$ cat src/rtl/lcd_text_ctrl.sv
// HD44780 character-LCD text controller.
// Runs the power-up wait, wake and configuration sequence once after reset, then writes a
// full LINE_CHARS x NUM_LINES frame on each accepted start. Later frames skip straight to
// addressing. Handles nibble/byte sequencing, the E strobe and every command delay.
// Optional feature: define LCD_CHAR_FILTER_EN to send non-printable data bytes as spaces.
module lcd_text_ctrl #(
  parameter int unsigned CLK_FREQ   = 50000000,
  parameter int unsigned BUS_WIDTH  = 4,
  parameter int unsigned LINE_CHARS = 16,
  parameter int unsigned NUM_LINES  = 2
) (
  input  logic                                CLK,
  input  logic                                RST,
  input  logic                                start,
  input  logic [8*LINE_CHARS*NUM_LINES-1:0]   text,
  output logic                                busy,
  output logic                                done,
  output logic                                LCD_RS,
  output logic                                LCD_E,
  output logic [BUS_WIDTH-1:0]                LCD_D
);

  localparam int unsigned T_US  = (CLK_FREQ / 1000000 < 1) ? 1 : CLK_FREQ / 1000000;
  localparam int unsigned E_CYC = (CLK_FREQ / 2000000 < 1) ? 1 : CLK_FREQ / 2000000;
  localparam int unsigned CW    = $clog2(15000 * T_US + 1);
  localparam int unsigned TW    = 8 * LINE_CHARS * NUM_LINES;
  localparam logic        BUS8  = (BUS_WIDTH == 8);

  // Counter reload values are (cycles - 1) so a wait ends on the cycle cnt reaches zero.
  localparam logic [CW-1:0] PWR_LD  = CW'(15000 * T_US - 1);
  localparam logic [CW-1:0] D4100   = CW'(4100 * T_US - 1);
  localparam logic [CW-1:0] D3000   = CW'(3000 * T_US - 1);
  localparam logic [CW-1:0] D100    = CW'(100 * T_US - 1);
  localparam logic [CW-1:0] D53     = CW'(53 * T_US - 1);
  localparam logic [CW-1:0] GAP_LD  = CW'(T_US - 1);
  localparam logic [CW-1:0] E_LD    = CW'(E_CYC - 1);
  localparam logic [7:0]    FUNC_SET = 8'h20 | (BUS8 ? 8'h10 : 8'h00) |
                                       ((NUM_LINES == 2) ? 8'h08 : 8'h00);

  typedef enum logic [2:0] {IDLE, PWRUP, WAKE, CFG, ADDR, CHARS, FIN} state_t;
  typedef enum logic [1:0] {PH_LOAD, PH_SETUP, PH_HIGH, PH_WAIT} phase_t;

  state_t          state;
  phase_t          phase;
  logic [CW-1:0]   cnt;
  logic [5:0]      idx;
  logic            line;
  logic            second;
  logic            initOk;
  logic [TW-1:0]   textReg;

  logic            itemRs;
  logic [7:0]      itemByte;
  logic            itemSingle;
  logic [CW-1:0]   itemDly;
  logic [5:0]      lastIdx;
  logic [7:0]      rawChar;
  logic [7:0]      charByte;
  logic [3:0]      nib;
  logic            firstHalf;
  logic [BUS_WIDTH-1:0] wordVal;

  // Describe the current bus item (command/data byte, wake nibble) and its post delay.
  always_comb begin
    itemRs     = 1'b0;
    itemByte   = 8'h00;
    itemSingle = 1'b0;
    itemDly    = D53;
    lastIdx    = 6'd0;
    rawChar    = textReg[TW-1 -: 8];
`ifdef LCD_CHAR_FILTER_EN
    charByte   = (rawChar < 8'h20 || rawChar > 8'h7E) ? 8'h20 : rawChar;
`else
    charByte   = rawChar;
`endif
    case (state)
      WAKE: begin
        itemSingle = 1'b1;
        itemByte   = BUS8 ? 8'h30 : ((idx == 6'd3) ? 8'h02 : 8'h03);
        itemDly    = (idx == 6'd0) ? D4100 : D100;
        lastIdx    = BUS8 ? 6'd2 : 6'd3;
      end
      CFG: begin
        lastIdx = 6'd4;
        case (idx)
          6'd0:    itemByte = FUNC_SET;
          6'd1:    itemByte = 8'h08;
          6'd2:    begin itemByte = 8'h01; itemDly = D3000; end
          6'd3:    itemByte = 8'h06;
          default: itemByte = 8'h0C;
        endcase
      end
      ADDR:  itemByte = line ? 8'hC0 : 8'h80;
      CHARS: begin
        itemRs   = 1'b1;
        itemByte = charByte;
        lastIdx  = 6'(LINE_CHARS - 1);
      end
      default: ;
    endcase
    firstHalf = !BUS8 && !itemSingle && !second;
    nib       = (itemSingle || second) ? itemByte[3:0] : itemByte[7:4];
    wordVal   = BUS8 ? itemByte[BUS_WIDTH-1:0] : BUS_WIDTH'(nib);
  end

  // Frame sequencer: state walk, per-word strobe phases and delay counting.
  always_ff @(posedge CLK or posedge RST) begin
    if (RST) begin
      state   <= IDLE;
      phase   <= PH_LOAD;
      cnt     <= '0;
      idx     <= '0;
      line    <= 1'b0;
      second  <= 1'b0;
      initOk  <= 1'b0;
      textReg <= '0;
      busy    <= 1'b0;
      done    <= 1'b0;
      LCD_RS  <= 1'b0;
      LCD_E   <= 1'b0;
      LCD_D   <= '0;
    end else begin
      done <= 1'b0;
      case (state)
        IDLE: begin
          // done is still high in the cycle after FIN, which blocks a start in that cycle.
          if (start && !done) begin
            textReg <= text;
            busy    <= 1'b1;
            idx     <= '0;
            line    <= 1'b0;
            second  <= 1'b0;
            phase   <= PH_LOAD;
            cnt     <= PWR_LD;
            state   <= initOk ? ADDR : PWRUP;
          end
        end
        PWRUP: begin
          if (cnt == '0) begin
            state  <= WAKE;
            phase  <= PH_LOAD;
            idx    <= '0;
            second <= 1'b0;
          end else begin
            cnt <= cnt - CW'(1);
          end
        end
        WAKE, CFG, ADDR, CHARS: begin
          case (phase)
            PH_LOAD: begin
              LCD_RS <= itemRs;
              LCD_D  <= wordVal;
              cnt    <= E_LD;
              phase  <= PH_SETUP;
            end
            PH_SETUP: begin
              if (cnt == '0) begin
                LCD_E <= 1'b1;
                cnt   <= E_LD;
                phase <= PH_HIGH;
              end else begin
                cnt <= cnt - CW'(1);
              end
            end
            PH_HIGH: begin
              if (cnt == '0) begin
                LCD_E <= 1'b0;
                cnt   <= firstHalf ? GAP_LD : itemDly;
                phase <= PH_WAIT;
              end else begin
                cnt <= cnt - CW'(1);
              end
            end
            default: begin
              if (cnt != '0) begin
                cnt <= cnt - CW'(1);
              end else begin
                phase <= PH_LOAD;
                if (firstHalf) begin
                  second <= 1'b1;
                end else begin
                  second <= 1'b0;
                  // Text is consumed by shifting so the next char is always the top byte.
                  if (state == CHARS) textReg <= textReg << 8;
                  if (idx == lastIdx) begin
                    idx <= '0;
                    case (state)
                      WAKE:    state <= CFG;
                      CFG:     state <= ADDR;
                      ADDR:    state <= CHARS;
                      default: begin
                        if (line == 1'(NUM_LINES - 1)) begin
                          state <= FIN;
                        end else begin
                          line  <= 1'b1;
                          state <= ADDR;
                        end
                      end
                    endcase
                  end else begin
                    idx <= idx + 6'd1;
                  end
                end
              end
            end
          endcase
        end
        FIN: begin
          done   <= 1'b1;
          busy   <= 1'b0;
          initOk <= 1'b1;
          state  <= IDLE;
        end
        default: state <= IDLE;
      endcase
    end
  end

endmodule

$ cat config.mk
export PLATFORM = sky130hd
export DESIGN_NAME = lcd_text_ctrl
export DESIGN_NICKNAME = d
export VERILOG_FILES = /design/src/rtl/lcd_text_ctrl.sv
export SDC_FILE = /design/constraint.sdc
export NUM_CORES = 1
export LEC_CHECK = 0
export CELL_PAD_IN_SITES_DETAIL_PLACEMENT = 0
export CELL_PAD_IN_SITES_GLOBAL_PLACEMENT = 1
export CORE_MARGIN = 3
export CORE_UTILIZATION = 40
export DETAILED_ROUTE_END_ITERATION = 12
export HOLD_SLACK_MARGIN = 0.15
export MAX_ROUTING_LAYER = met4
export PLACE_DENSITY = 0.77
export SETUP_SLACK_MARGIN = 0.05
export SLEW_MARGIN = 30
export SYNTH_ARGS = -nofsm -noshare
export SYNTH_HDL_FRONTEND = slang
export SYNTH_SLANG_ARGS = --single-unit
$ cat constraint.sdc
create_clock -name CLK -period 16.25 [get_ports CLK]
set_input_delay 4.875 -clock CLK [delete_from_list [all_inputs] [get_ports CLK]]
set_output_delay 4.875 -clock CLK [all_outputs]
set_load 0.01 [all_outputs]
==> Word level (Yosys, flattened, before mapping) <==
Index checks and enable logic that the tools add are counted.
{ "totals": {"elab_cells": 136, "ff_bits": 298, "inputBits": 259, "output_inout_bits": 8} }
{ "op_classes": {"reduce_logical": 28, "eq_ne": 27, "mux": 66, "n_addsub": 2} }
{ "op_table": {"columns": ["op", "n"], "rows": [
  ["2-to-1 mux 256 bit", 5],
  ["one-hot mux 256 bit (2 select lines)", 1],
  ["2-to-1 mux 20 bit", 6],
  ["one-hot mux 20 bit (3 select lines)", 2],
  ["2-to-1 mux 18 bit", 2],
  ["2-to-1 mux 6 bit", 6],
  ["one-hot mux 18 bit (2 select lines)", 1],
  ["one-hot mux 8 bit (4 select lines)", 1],
  ["one-hot mux 6 bit (4 select lines)", 1],
  ["AND reduction 6 bit", 4],
  ["inequality test 2 bit (second input constant)", 11],
  ["2-to-1 mux 3 bit", 7],
  ["zero test 20 bit", 1],
  ["nonzero test 20 bit", 1],
  ["subtractor 20 x 1 -> 20 bit (second input constant)", 1],
  ["one-hot mux 3 bit (3 select lines)", 2],
  ["one-hot mux 6 bit (3 select lines)", 1],
  ["2-to-1 mux 1 bit", 16],
  ["equality test 6 x 2 -> 1 bit (second input constant)", 2],
  ["2-to-1 mux 2 bit", 6],
  ["one-hot mux 2 bit (3 select lines)", 2],
  ["one-hot mux 4 bit (3 select lines)", 1],
  ["inequality test 5 bit (second input constant)", 2],
  ["equality test 3 bit (second input constant)", 3],
  ["other kinds (26)", 38]
]} }

==> Longest topological paths before layout <==
Gate-level depths: netlist of run 1.
{ "logic_depth": {"word_depth": 8, "ltp_mapped": 11, "depth_no_buf": 8} }

==> Worst setup path before layout of run 1 <==
OpenSTA, ideal clock, no wires.
{ "synth_timing": {"path_type": "input to register", "from": "input start", "to": "register state[2]", "setup_slack_ns": 9.789, "stages": 6, "setup_ns": 0.104, "arrival_time_ns": 6.357, "path_buffers": 0, "t_required_ns": 16.146, "cell_sequence": "nor2b_1 nor3_1 o31a_1 or4b_2 or3_1 o311ai_1"} }
{ "synth_via": {"elab_chain_len": 3} }
{ "synth_lines": {"columns": ["element", "line", "source"], "rows": [
  ["from (decl)", "14", "input logic start,"],
  ["logical AND 1 bit", "127", "if (start && !done) begin"],
  ["inequality test 2 bit (no source line)", null, null],
  ["AND reduction 6 bit (no source line)", null, null],
  ["to (signal assigned)", "135", "state <= initOk ? ADDR : PWRUP;"],
  ["to (decl)", "43", "state_t state;"]
]} }
No other way between the ends.
A chain may end at the register's enable or synchronous reset.

==> Worst setup path after layout of run 1 <==
{ "layout_timing": {"from": "input start", "to": "register textReg[1]"} }
{ "layout_via": {"elab_chain_len": 3} }
{ "layout_lines": {"columns": ["element", "line", "source"], "rows": [
  ["logical AND 1 bit", "127", null],
  ["inequality test 2 bit (no source line)", null, null],
  ["AND reduction 6 bit (no source line)", null, null],
  ["to (signal assigned)", "128", "textReg <= text;"],
  ["to (signal assigned)", "184", "if (state == CHARS) textReg <= textReg << 8;"],
  ["to (decl)", "50", "logic [TW-1:0] textReg;"]
]} }
No other way between the ends.

==> results of run 1 <==
## layout by cell type (no fill, tap or decap), types with 8 or more instances in the layout
master           instances
clkbuf_1                 8
clkdlybuf4s50_1        266
nor3_1                  18
mux2i_1                254
o21ai_0                 31
inv_1                   16
o21ai_1                248
nand2_1                289
ha_1                    10
a21oi_1                 30
a22o_1                  16
nor2_1                  44
or2_2                   10
diode_2                 11
dfrtp_1                298
clkbuf_16               37
clkbuf_8                 8
nand3_1                 14
a31oi_1                  9
## per-stage QoR
stage	utilization [%]	setup slack [ns]
after floorplan	-	3.14
final	51.8	8.40
after CTS	51.5	8.28
after detailed placement	48.3	7.74
after global placement	48.2	7.90
after global routing	51.8	8.07
## sequential cells by signal, summed over array words and instances, names as in the netlist, 2 cells and up
signal	cells
LCD_D	4
cnt	20
idx	6
phase	2
state	3
textReg	256
## worst register-to-register path: stages, from the launching register on
cell,delay [ns]
dfrtp_1,0.79
xnor2_2,0.18
buf_4,0.78
buf_12,0.59
buf_4,0.83
mux2i_1,0.48
o21ai_1,0.10
## final cells by class
cell class	count	area (um^2)	area share [%]
antenna	11	27.5	0.144
clock buffer	53	1070	5.59
clock inverter	9	119	0.624
inverter	17	71.3	0.374
multi-input combinational	1095	6880	36.1
sequential	298	7460	39.1
tap	468	586	3.07
timing repair buffer	279	2850	15.0
## layer usage
| layer | GRT usage [%] | vias up | share of wire (%) |
|---|---|---|---|
| li1 | - | 5798 | - |
| met1 | 27.4 | 5543 | 45 |
| met2 | 31.6 | 298 | 46 |
| met3 | 6.17 | 45 | 7.8 |
| met4 | 3.75 | 0 | 1.4 |
| met5 | - | - | 0 |
## cell families (layout without fill, tap and decap cells)
kind of cell / Yosys count / count (layout) / synth area share [%]
XOR/XNOR: 4 / 4 / 0.234
buffers and inverters: 125 / 358 / 4.65
AND/OR/NAND/NOR: 421 / 421 / 12.0
adder cells (fa/ha/maj): 11 / 11 / 0.901
flip-flops: 298 / 298 / 49.7
multiplexers: 255 / 255 / 17.0
other: 0 / 11 / 0
AO/OA/AOI/OAI: 404 / 404 / 15.4
## final timing paths
| kind | to | slack [ns] |
|---|---|---|
| max in group asynchronous | textReg[218] | 9.32 |
| max | textReg[1] | 8.40 |
| min in group asynchronous | textReg[140] | 4.92 |
| max reg2reg | textReg[8] | 12.35 |
| min reg2reg | textReg[190] | 0.48 |
| min | textReg[190] | 0.48 |
## power breakdown
part           leakage (nW)  switching [mW]  internal (mW)
sequential             3.72           0.230           1.10
clock                 0.577           0.316          0.488
combinational          4.92           0.994          0.751
total                  9.22            1.54           2.34
==> metrics.txt, run 1 <==
iteration-0 DRC count of the detailed router=777; Critical Path Max Stage Delay=0.50 ns; Starting Density=40.8%; WHS Path Cells=2; total design power=roughly 3.9 mW; Seq/Total Area, Yosys=about half; largest cells by area after synthesis=dfrtp_1 50%, mux2i_1 17%, o21ai_1 8.3%; Commonest cells post-synth=298 x dfrtp_1, 289 x nand2_1, 254 x mux2i_1; beginning of the critical path=start; count of buffers inserted at the top-level ports=~270; gr ovfl total=0; number of nets in the finished design=between 1500 and 2000; # rows=70; Clock Sinks=about 300; hold-fix buffers at CTS=0; min Tclk post-route=approximately 8 ns; via count=11700; detailed placer's ending HPWL=between 20000 and 30000 um; worst-case clock buffer depth=3; outcome=complete, no violations; iteration count of the initial detailed-routing pass=5; leading area contributor after synthesis=dfrtp_1; per-cell via count in the routed design=approximately 5.2; unrepaired setup endpoints after global routing=false; routability-driven placement congestion ratio=~0.9; worst min-delay path class=reg -> reg; CTS tree=done; Worst Path Arrival=8.28 ns; leakage power=roughly 9 nW; layout cell share with drive strength beyond 1=about 5.3%; antenna violations before repair=10; maximum fanout encountered on the critical timing path=180; number of flops mapped to enable cells by yosys=0; Chip Height=roughly 200 um; most frequently used flop master after synthesis=dfrtp_1; Reg2Reg Launch Point=state[1]; number of I/O pins=around 270; Hold Fails Final Rpt=0; Syn-to-layout area delta=27.0%; post-route clock period utilization=about 48%; Worst Clk Skew=approximately 0.011 ns; final instance area=about 0.019 mm^2; total number of cells along the worst setup path=9; Routed WL=approximately 40000 um; H-tree levels=2; hold path start=textReg[190]; post-synthesis average cell area=9.88 um^2; timing-limited maximum frequency=~130 MHz; Gates resized, CTS repair=0; Fill cells=between 3000 and 4000; count of cells along the worst register-to-register path=6; cell with the most instances after synthesis=dfrtp_1; via count of the first global-routing pass=11700; critical path class=in -> reg; Root Driver=clkbuf_16; startpoint type of the worst setup path=input pin; Setup violations, final=0; clock latency on the worst-skew pair=0.51 ns; max-slew headroom at the worst pin=35.4%; critical path cell sequence=clkdlybuf4s50_1 -> nor2b_1 -> nor3_1 -> o31a_1 -> a211o_4 -> buf_16 -> buf_12 -> buf_16 -> a22o_1; TNS Setup=0 ns; warnings from Yosys=0; count of state elements after synthesis=roughly 300; share of the synthesized area in the top cell type=roughly 50%; count of buffering cells on the critical path with inverters included=4; hold_ws=about 0.48 ns; cell family with most CP delay=buffers and inverters; critical path data required time=between 15 and 20 ns; register clock-pin slew on the reported worst setup and hold paths=about 0.060 ns; wire length of the first global-routing pass=about 64000 um; count of max-cap constraint violations=0; Final ANT Viol Nets=0; areal power density over the cells=about 200 mW/mm^2; number of max-slew violations in the final report=0; DRC Markers=0; post-synthesis cell count=approximately 1500; Non-Filler Instances=between 2000 and 2500; WL/cell=between 15 and 20 um; async set-reset flop share out of synthesis=100%; overall die area=about 0.040 mm^2; number of nets in the synthesized netlist=approximately 1800; maximum ir drop on the vdd rail=0.132 mV; total track usage=around a fifth; cell at the slowest stage of the critical path=o31a_1; Post-Synthesis Cell Area=approximately 0.015 mm^2; pin count of the biggest net entering global routing=181; cell type with the highest occurrence count on the critical path=buf_16; floorplan core area=around 0.037 mm^2; number of buffers created by CTS=36; Post-DP Area=about 0.018 mm^2; post-synth cell types=69; floorplan die width=around 200 um; element type at the critical path end=flip-flop; actual slew at the worst max-slew pin=about 0.97 ns; number of placed instances, taps included=between 2000 and 2500; post-CTS repair timing setup buffer count=0
Note: power is estimated with default switching activity, not from simulation.
==> run 2: changes to the inputs <==
Settings changed: CORE_UTILIZATION 40 to 37, PLACE_DENSITY 0.77 to 0.75.
Clock period 16.25 ns to 6.8 ns, I/O delays scaled along.
==> run 2 against run 1 <==
Compared with the run above:
- flip-flop and latch count did not move
- via count shrank 1.6%
- critical path type unchanged
- register-to-register slack lost 9.0 ns
- worst hold slack lost 0.00050 ns
- cell area up 0.81%
- critical path depth is the same
- setup slack worse by 6.0 ns
- die area rose by 7.9%
- first-iteration DRC count fell by 6.4%
- non-clock buffer count grew 5
- utilization decreased by 3.7 points
==> metrics.txt, run 2 (synthesized netlist as in run 1, its figures left out) <==
outcome=complete, no violations; critical path cell sequence=clkdlybuf4s50_1 -> nor2b_1 -> nor3_1 -> o31a_1 -> a211o_4 -> buf_12 -> buf_12 -> buf_12 -> o21ai_1; via count=11500 (-1.6%); number of buffers created by CTS=37 (+2.8%); post-CTS repair timing setup buffer count=0 (unchanged); via count of the first global-routing pass=11400 (-2.3%); iteration count of the initial detailed-routing pass=5 (unchanged); post-route clock period utilization=~65%; timing-limited maximum frequency=227 MHz; sequential cell area=0.00746 mm^2 (unchanged); count of buffers inserted at the top-level ports=266 (unchanged); critical path class=in -> reg; clock latency on the worst-skew pair=0.54 ns (+0.03 ns); Worst Clk Skew=0.0118 ns (+0.000491 ns); critical path data required time=7.21 ns (-9.48 ns); floorplan die width=207 um (+3.9%); Gates resized, CTS repair=0 (unchanged); routability-driven placement congestion ratio=0.868 (-1.2%); number of max-slew violations in the final report=0 (unchanged); number of I/O pins=267 (unchanged); commonest cells after routing, fill and taps aside=298 x dfrtp_1, 289 x nand2_1, 266 x clkdlybuf4s50_1, 254 x mux2i_1, 249 x o21ai_1; Critical Path Max Stage Delay=0.48 ns (-0.02 ns); Final ANT Viol Nets=0 (unchanged); detailed placer's ending HPWL=29000 um (+2.7%); iteration-0 DRC count of the detailed router=727 (-6.4%); Syn-to-layout area delta=28.1%; register clock-pin slew on the reported worst setup and hold paths=0.06 ns (about the same); Hold Fails Final Rpt=0 (unchanged); Routed WL=41300 um (+2.2%); TNS Setup=0 ns (unchanged); cell at the slowest stage of the critical path=o31a_1; Setup violations, final=0 (unchanged); Post-DP Area=0.0179 mm^2 (+0.92%); total design power=9.37 mW (+140%); max-slew headroom at the worst pin=33.2% (-2.2 points); hold-fix buffers at CTS=0 (unchanged); final instance area=0.0192 mm^2 (+0.81%); cell family with most CP delay=buffers and inverters; H-tree levels=2 (unchanged); maximum fanout encountered on the critical timing path=115 (-36%); worst-case clock buffer depth=3 (unchanged); # rows=73 (+4.3%); min Tclk post-route=about 4.4 ns; layout cell share with drive strength beyond 1=5.57% (+0.32 points); total track usage=19.4% (-1.2 points); pin count of the biggest net entering global routing=153 (-15%); DRC Markers=0 (unchanged); WL/cell=18.0 um (-0.67%); area of the multi-input gates=0.00687 mm^2 (-0.18%); floorplan core area=0.0399 mm^2 (+8.5%); Worst Path Arrival=4.82 ns (-3.46 ns); antenna violations before repair=11 (+1); number of nets in the finished design=2002 (+0.30%); largest registers in the final layout=textReg x256, cnt x20, idx x6; Chip Height=207 um (+3.9%); Starting Density=37.6% (-3.2 points); unrepaired setup endpoints after global routing=false; Fill cells=3750 (+11%); count of max-cap constraint violations=0 (unchanged); leakage power=9.26 nW (+0.41%); worst min-delay path class=reg -> reg; maximum ir drop on the vdd rail=0.245 mV (+85%); gr ovfl total=0 (unchanged); commonest non-fill, non-tap cell in the layout=dfrtp_1; count of buffering cells on the critical path with inverters included=4 (unchanged); CTS tree=done; startpoint type of the worst setup path=input pin; Largest register FFs=256 (unchanged); wire length of the first global-routing pass=65300 um (+2.5%); element type at the critical path end=flip-flop; Clock Sinks=298 (unchanged); actual slew at the worst max-slew pin=0.998 ns (+0.0293 ns); overall die area=0.0430 mm^2 (+7.9%); register with the most flip-flops=textReg; areal power density over the cells=488 mW/mm^2 (+140%); per-cell via count in the routed design=5.01 (-4.3%); Root Driver=clkbuf_16; cell type with the highest occurrence count on the critical path=buf_12
-- run 2: cell count changes in the layout (fill, tap and decap cells not counted), sizes merged --
cell	delta
buf	+5
clkinvlp	+1
clkbuf	+2
inv	-2
bufinv	+1
-- run 2: worst paths after layout --
| path | depth (start not counted) | slack (ns) | to | startpoint |
|---|---|---|---|---|
| min reg2reg | 2 | 0.48 | textReg[215] | textReg[215] |
| max in group asynchronous | 3 | 3.46 | textReg[179] | RST |
| min in group asynchronous | 2 | 2.02 | textReg[35] | RST |
| min | 2 | 0.48 | textReg[215] | textReg[215] |
| max | 9 | 2.39 | textReg[84] | start |
| max reg2reg | 8 | 3.38 | textReg[2] | cnt[5] |
-- run 2: worst min-delay path, cell delays in order (launching register included) --
cell and delay [ns]:
dfrtp_1 0.34, nand2_1 0.05, o21ai_1 0.06
-- run 2: power by group --
group	switching (mW)	internal [mW]	total (mW)
Clock	0.770	1.24	2.01
Combinational	2.39	1.81	4.20
Sequential	0.546	2.62	3.17
-- run 2: per-layer routing --
metal	global-route usage, %	vias to the layer above	wire, um
met1	25.5	5350	18500
met5	-	-	0
met3	6.44	54	3340
met4	5.27	0	764
li1	-	5818	-
met2	28.8	279	18700
-- run 2: stage by stage --
step	hold WS (ns)	std cells	worst slack (ns)	util, %
2_1_floorplan	0.450	1518	0.801	-
3_3_place_gp	0.466	2217	1.68	44.8
3_5_place_dp	0.474	2219	1.86	44.9
4_1_cts	0.487	2283	2.43	48.1
5_1_grt	0.498	2294	2.12	48.1
6_report	0.481	2294	2.39	48.1
-- run 2: area by class of cell --
type                    count  share of cell area (%)
clock inverters             9                   0.710
multi-input cells        1095                    35.7
well taps                 525                    3.42
repair buffers            284                    15.1
diodes                     11                   0.143
inverters                  17                   0.352
clock buffers              55                    5.75
flip-flops and latches    298                    38.8
==> run 3: changes to the inputs <==
Settings changed: CORE_UTILIZATION 37 to 40, PLACE_DENSITY 0.75 to 0.77.
Clock period 6.8 ns to 4.1 ns, I/O delays scaled along.
==> run 3 against run 2 <==
Compared with the run above:
- total power is 64% higher
- cell count is 2.2% lower
- wire length is 0.93% lower
- setup slack worse by 1.5 ns
- clock power is 57% higher
- sequential power is 66% higher
- first-iteration DRC count is 12% lower
- largest cell class unchanged
==> metrics.txt, run 3 (synthesized netlist as in run 1, its figures left out) <==
wire length of the first global-routing pass=63600 um (-2.6%); Reg2Reg Launch Point=cnt[5]; areal power density over the cells=801 mW/mm^2 (+64%); routability-driven placement congestion ratio=0.865 (-0.36%); Gates resized, CTS repair=0 (unchanged); worst min-delay path class=reg -> reg; layout cell share with drive strength beyond 1=5.95% (+0.38 points); element type at the critical path end=flip-flop; min Tclk post-route=around 3.2 ns; count of max-cap constraint violations=0 (unchanged); Setup violations, final=0 (unchanged); Chip Height=200 um (-3.7%); Final ANT Viol Nets=0 (unchanged); cell at the slowest stage of the critical path=buf_4; number of placed instances, taps included=2169 (-2.3%); WL/cell=18.2 um (+1.3%); Critical Path Max Stage Delay=0.54 ns (+0.06 ns); TNS Setup=0 ns (unchanged); max-slew headroom at the worst pin=41.6% (+8.4 points); startpoint type of the worst setup path=input pin; Non-Filler Instances=2244 (-2.2%); CTS tree=done; register clock-pin slew on the reported worst setup and hold paths=0.06 ns (about the same); number of I/O pins=267 (unchanged); count of buffering cells on the critical path with inverters included=2 (-2); commonest non-fill, non-tap cell in the layout=dfrtp_1; DRC Markers=0 (unchanged); sequential cell area=0.00746 mm^2 (unchanged); # rows=70 (-4.1%); worst-case clock buffer depth=3 (unchanged); cell family with most CP delay=compound AO/OA/AOI/OAI gates; post-route clock period utilization=78.4%; iteration count of the initial detailed-routing pass=5 (unchanged); number of buffers created by CTS=35 (-5.4%); critical path data required time=4.46 ns (-2.75 ns); clock latency on the worst-skew pair=0.52 ns (-0.02 ns); WHS Path Cells=2 (unchanged); top routing layer in use=met4; Post-DP Area=0.0180 mm^2 (+0.27%); hold-fix buffers at CTS=0 (unchanged); met3 wire length=3160 um (-5.3%); leakage power=9.30 nW (+0.38%); via count of the first global-routing pass=11600 (+1.4%); pin count of the biggest net entering global routing=128 (-16%); outcome=complete, no violations; commonest cells after routing, fill and taps aside=298 x dfrtp_1, 289 x nand2_1, 266 x clkdlybuf4s50_1, 254 x mux2i_1, 249 x o21ai_1; total met2 wirelength after detailed routing=19000 um (+1.3%); actual slew at the worst max-slew pin=0.873 ns (-0.125 ns); detailed placer's ending HPWL=29300 um (+0.97%); Fill cells=3404 (-9.2%); timing-limited maximum frequency=just over 300 MHz; critical path class=in -> reg; number of max-slew violations in the final report=0 (unchanged); floorplan core area=0.0368 mm^2 (-7.8%); Syn-to-layout area delta=28.0% (about the same); gr ovfl total=0 (unchanged); Starting Density=40.8% (+3.2 points); count of cells along the worst register-to-register path=6 (-2); Largest register FFs=256 (unchanged); Routed WL=40900 um (-0.93%); per-cell via count in the routed design=5.25 (+4.8%); count of buffers inserted at the top-level ports=266 (unchanged); area of the multi-input gates=0.00687 mm^2 (unchanged); total track usage=20.7% (+1.3 points); antenna violations before repair=11 (unchanged); maximum fanout encountered on the critical timing path=64 (-44%); unrepaired setup endpoints after global routing=false; end of the worst register-to-register path=cnt[8]; critical path cell sequence=clkdlybuf4s50_1 -> nor2b_1 -> nor3_1 -> o31a_1 -> a211o_4 -> buf_4 -> o21ai_1; floorplan die width=200 um (-3.7%); Hold Fails Final Rpt=0 (unchanged); Worst Clk Skew=0.0148 ns (+0.00300 ns); post-layout util=52.2% (+4.0 points); met1 WL=18100 um (-2.1%); via count=11800 (+2.5%); H-tree levels=2 (unchanged); hold path start=textReg[171]; Clock Sinks=298 (unchanged); post-CTS repair timing setup buffer count=0 (unchanged); endpoint with the worst hold slack=textReg[171]; number of nets in the finished design=2007 (+0.25%); Worst Path Arrival=3.58 ns (-1.24 ns); overall die area=0.0399 mm^2 (-7.3%); Register-to-Register Setup Slack=0.98 ns (-2.40 ns); maximum ir drop on the vdd rail=0.745 mV (+200%); hold_ws=0.480 ns (-0.000669 ns); final instance area=0.0192 mm^2 (about the same); largest registers in the final layout=textReg x256, cnt x20, idx x6; Root Driver=clkbuf_16; iteration-0 DRC count of the detailed router=643 (-12%); register with the most flip-flops=textReg
==> run 3: cell count changes in the layout (fill, tap and decap cells not counted), sizes merged <==
cell,delta
clkinv,+3
clkbuf,-3
buf,+7
bufinv,-1
diode,+1
inv,+1
clkinvlp,-1
==> run 3: worst reg2reg max path: cells and delay by family (launching register included) <==
family             cells  cell delay (ns)
DFF                    1             0.44
and+or+nand+nor        4             1.42
AOI/OAI and AO/OA      2             1.12
==> run 3: area by class of cell <==
type,instances,share of cell area [%]
timing repair buffer,291,15.7
tap,468,3.05
antenna,12,0.156
clock inverter,11,0.639
inverter,17,0.352
sequential,298,38.9
clock buffer,52,5.48
multi-input combinational,1095,35.8
==> run 3: how the worst max path moves through the flow <==
stage          startpoint  cells past startpoint           end  slack, ns
2_1_floorplan         RST                      1      LCD_D[0]      -1.09
3_3_place_gp        start                      8  textReg[209]       0.45
3_5_place_dp        start                      7  textReg[213]       0.36
4_1_cts             start                      7  textReg[221]       0.89
5_1_grt             start                      8  textReg[219]       0.62
6_report            start                      7  textReg[221]       0.88
==> run 3: power breakdown <==
part           leakage, nW  internal, mW  switching (mW)
clock                0.580          1.91            1.25
combinational         4.99          3.02            3.94
sequential            3.72          4.35           0.917
total                 9.30          9.27            6.11
==> run 3: per-layer routing <==
metal / track usage (%) / vias to the layer above
li1: - / 5843
met5: - / -
met4: 4.94 / 0
met2: 31.5 / 322
met1: 27.8 / 5574
met3: 5.70 / 49
==> run 3: metrics by stage <==
stage / total power, mW / worst slack (ns)
floorplan: 10.8 / -1.09
global placement: 12.2 / 0.451
detailed placement: 12.3 / 0.359
CTS: 15.6 / 0.891
global route: 16.7 / 0.624
finish: 15.4 / 0.884
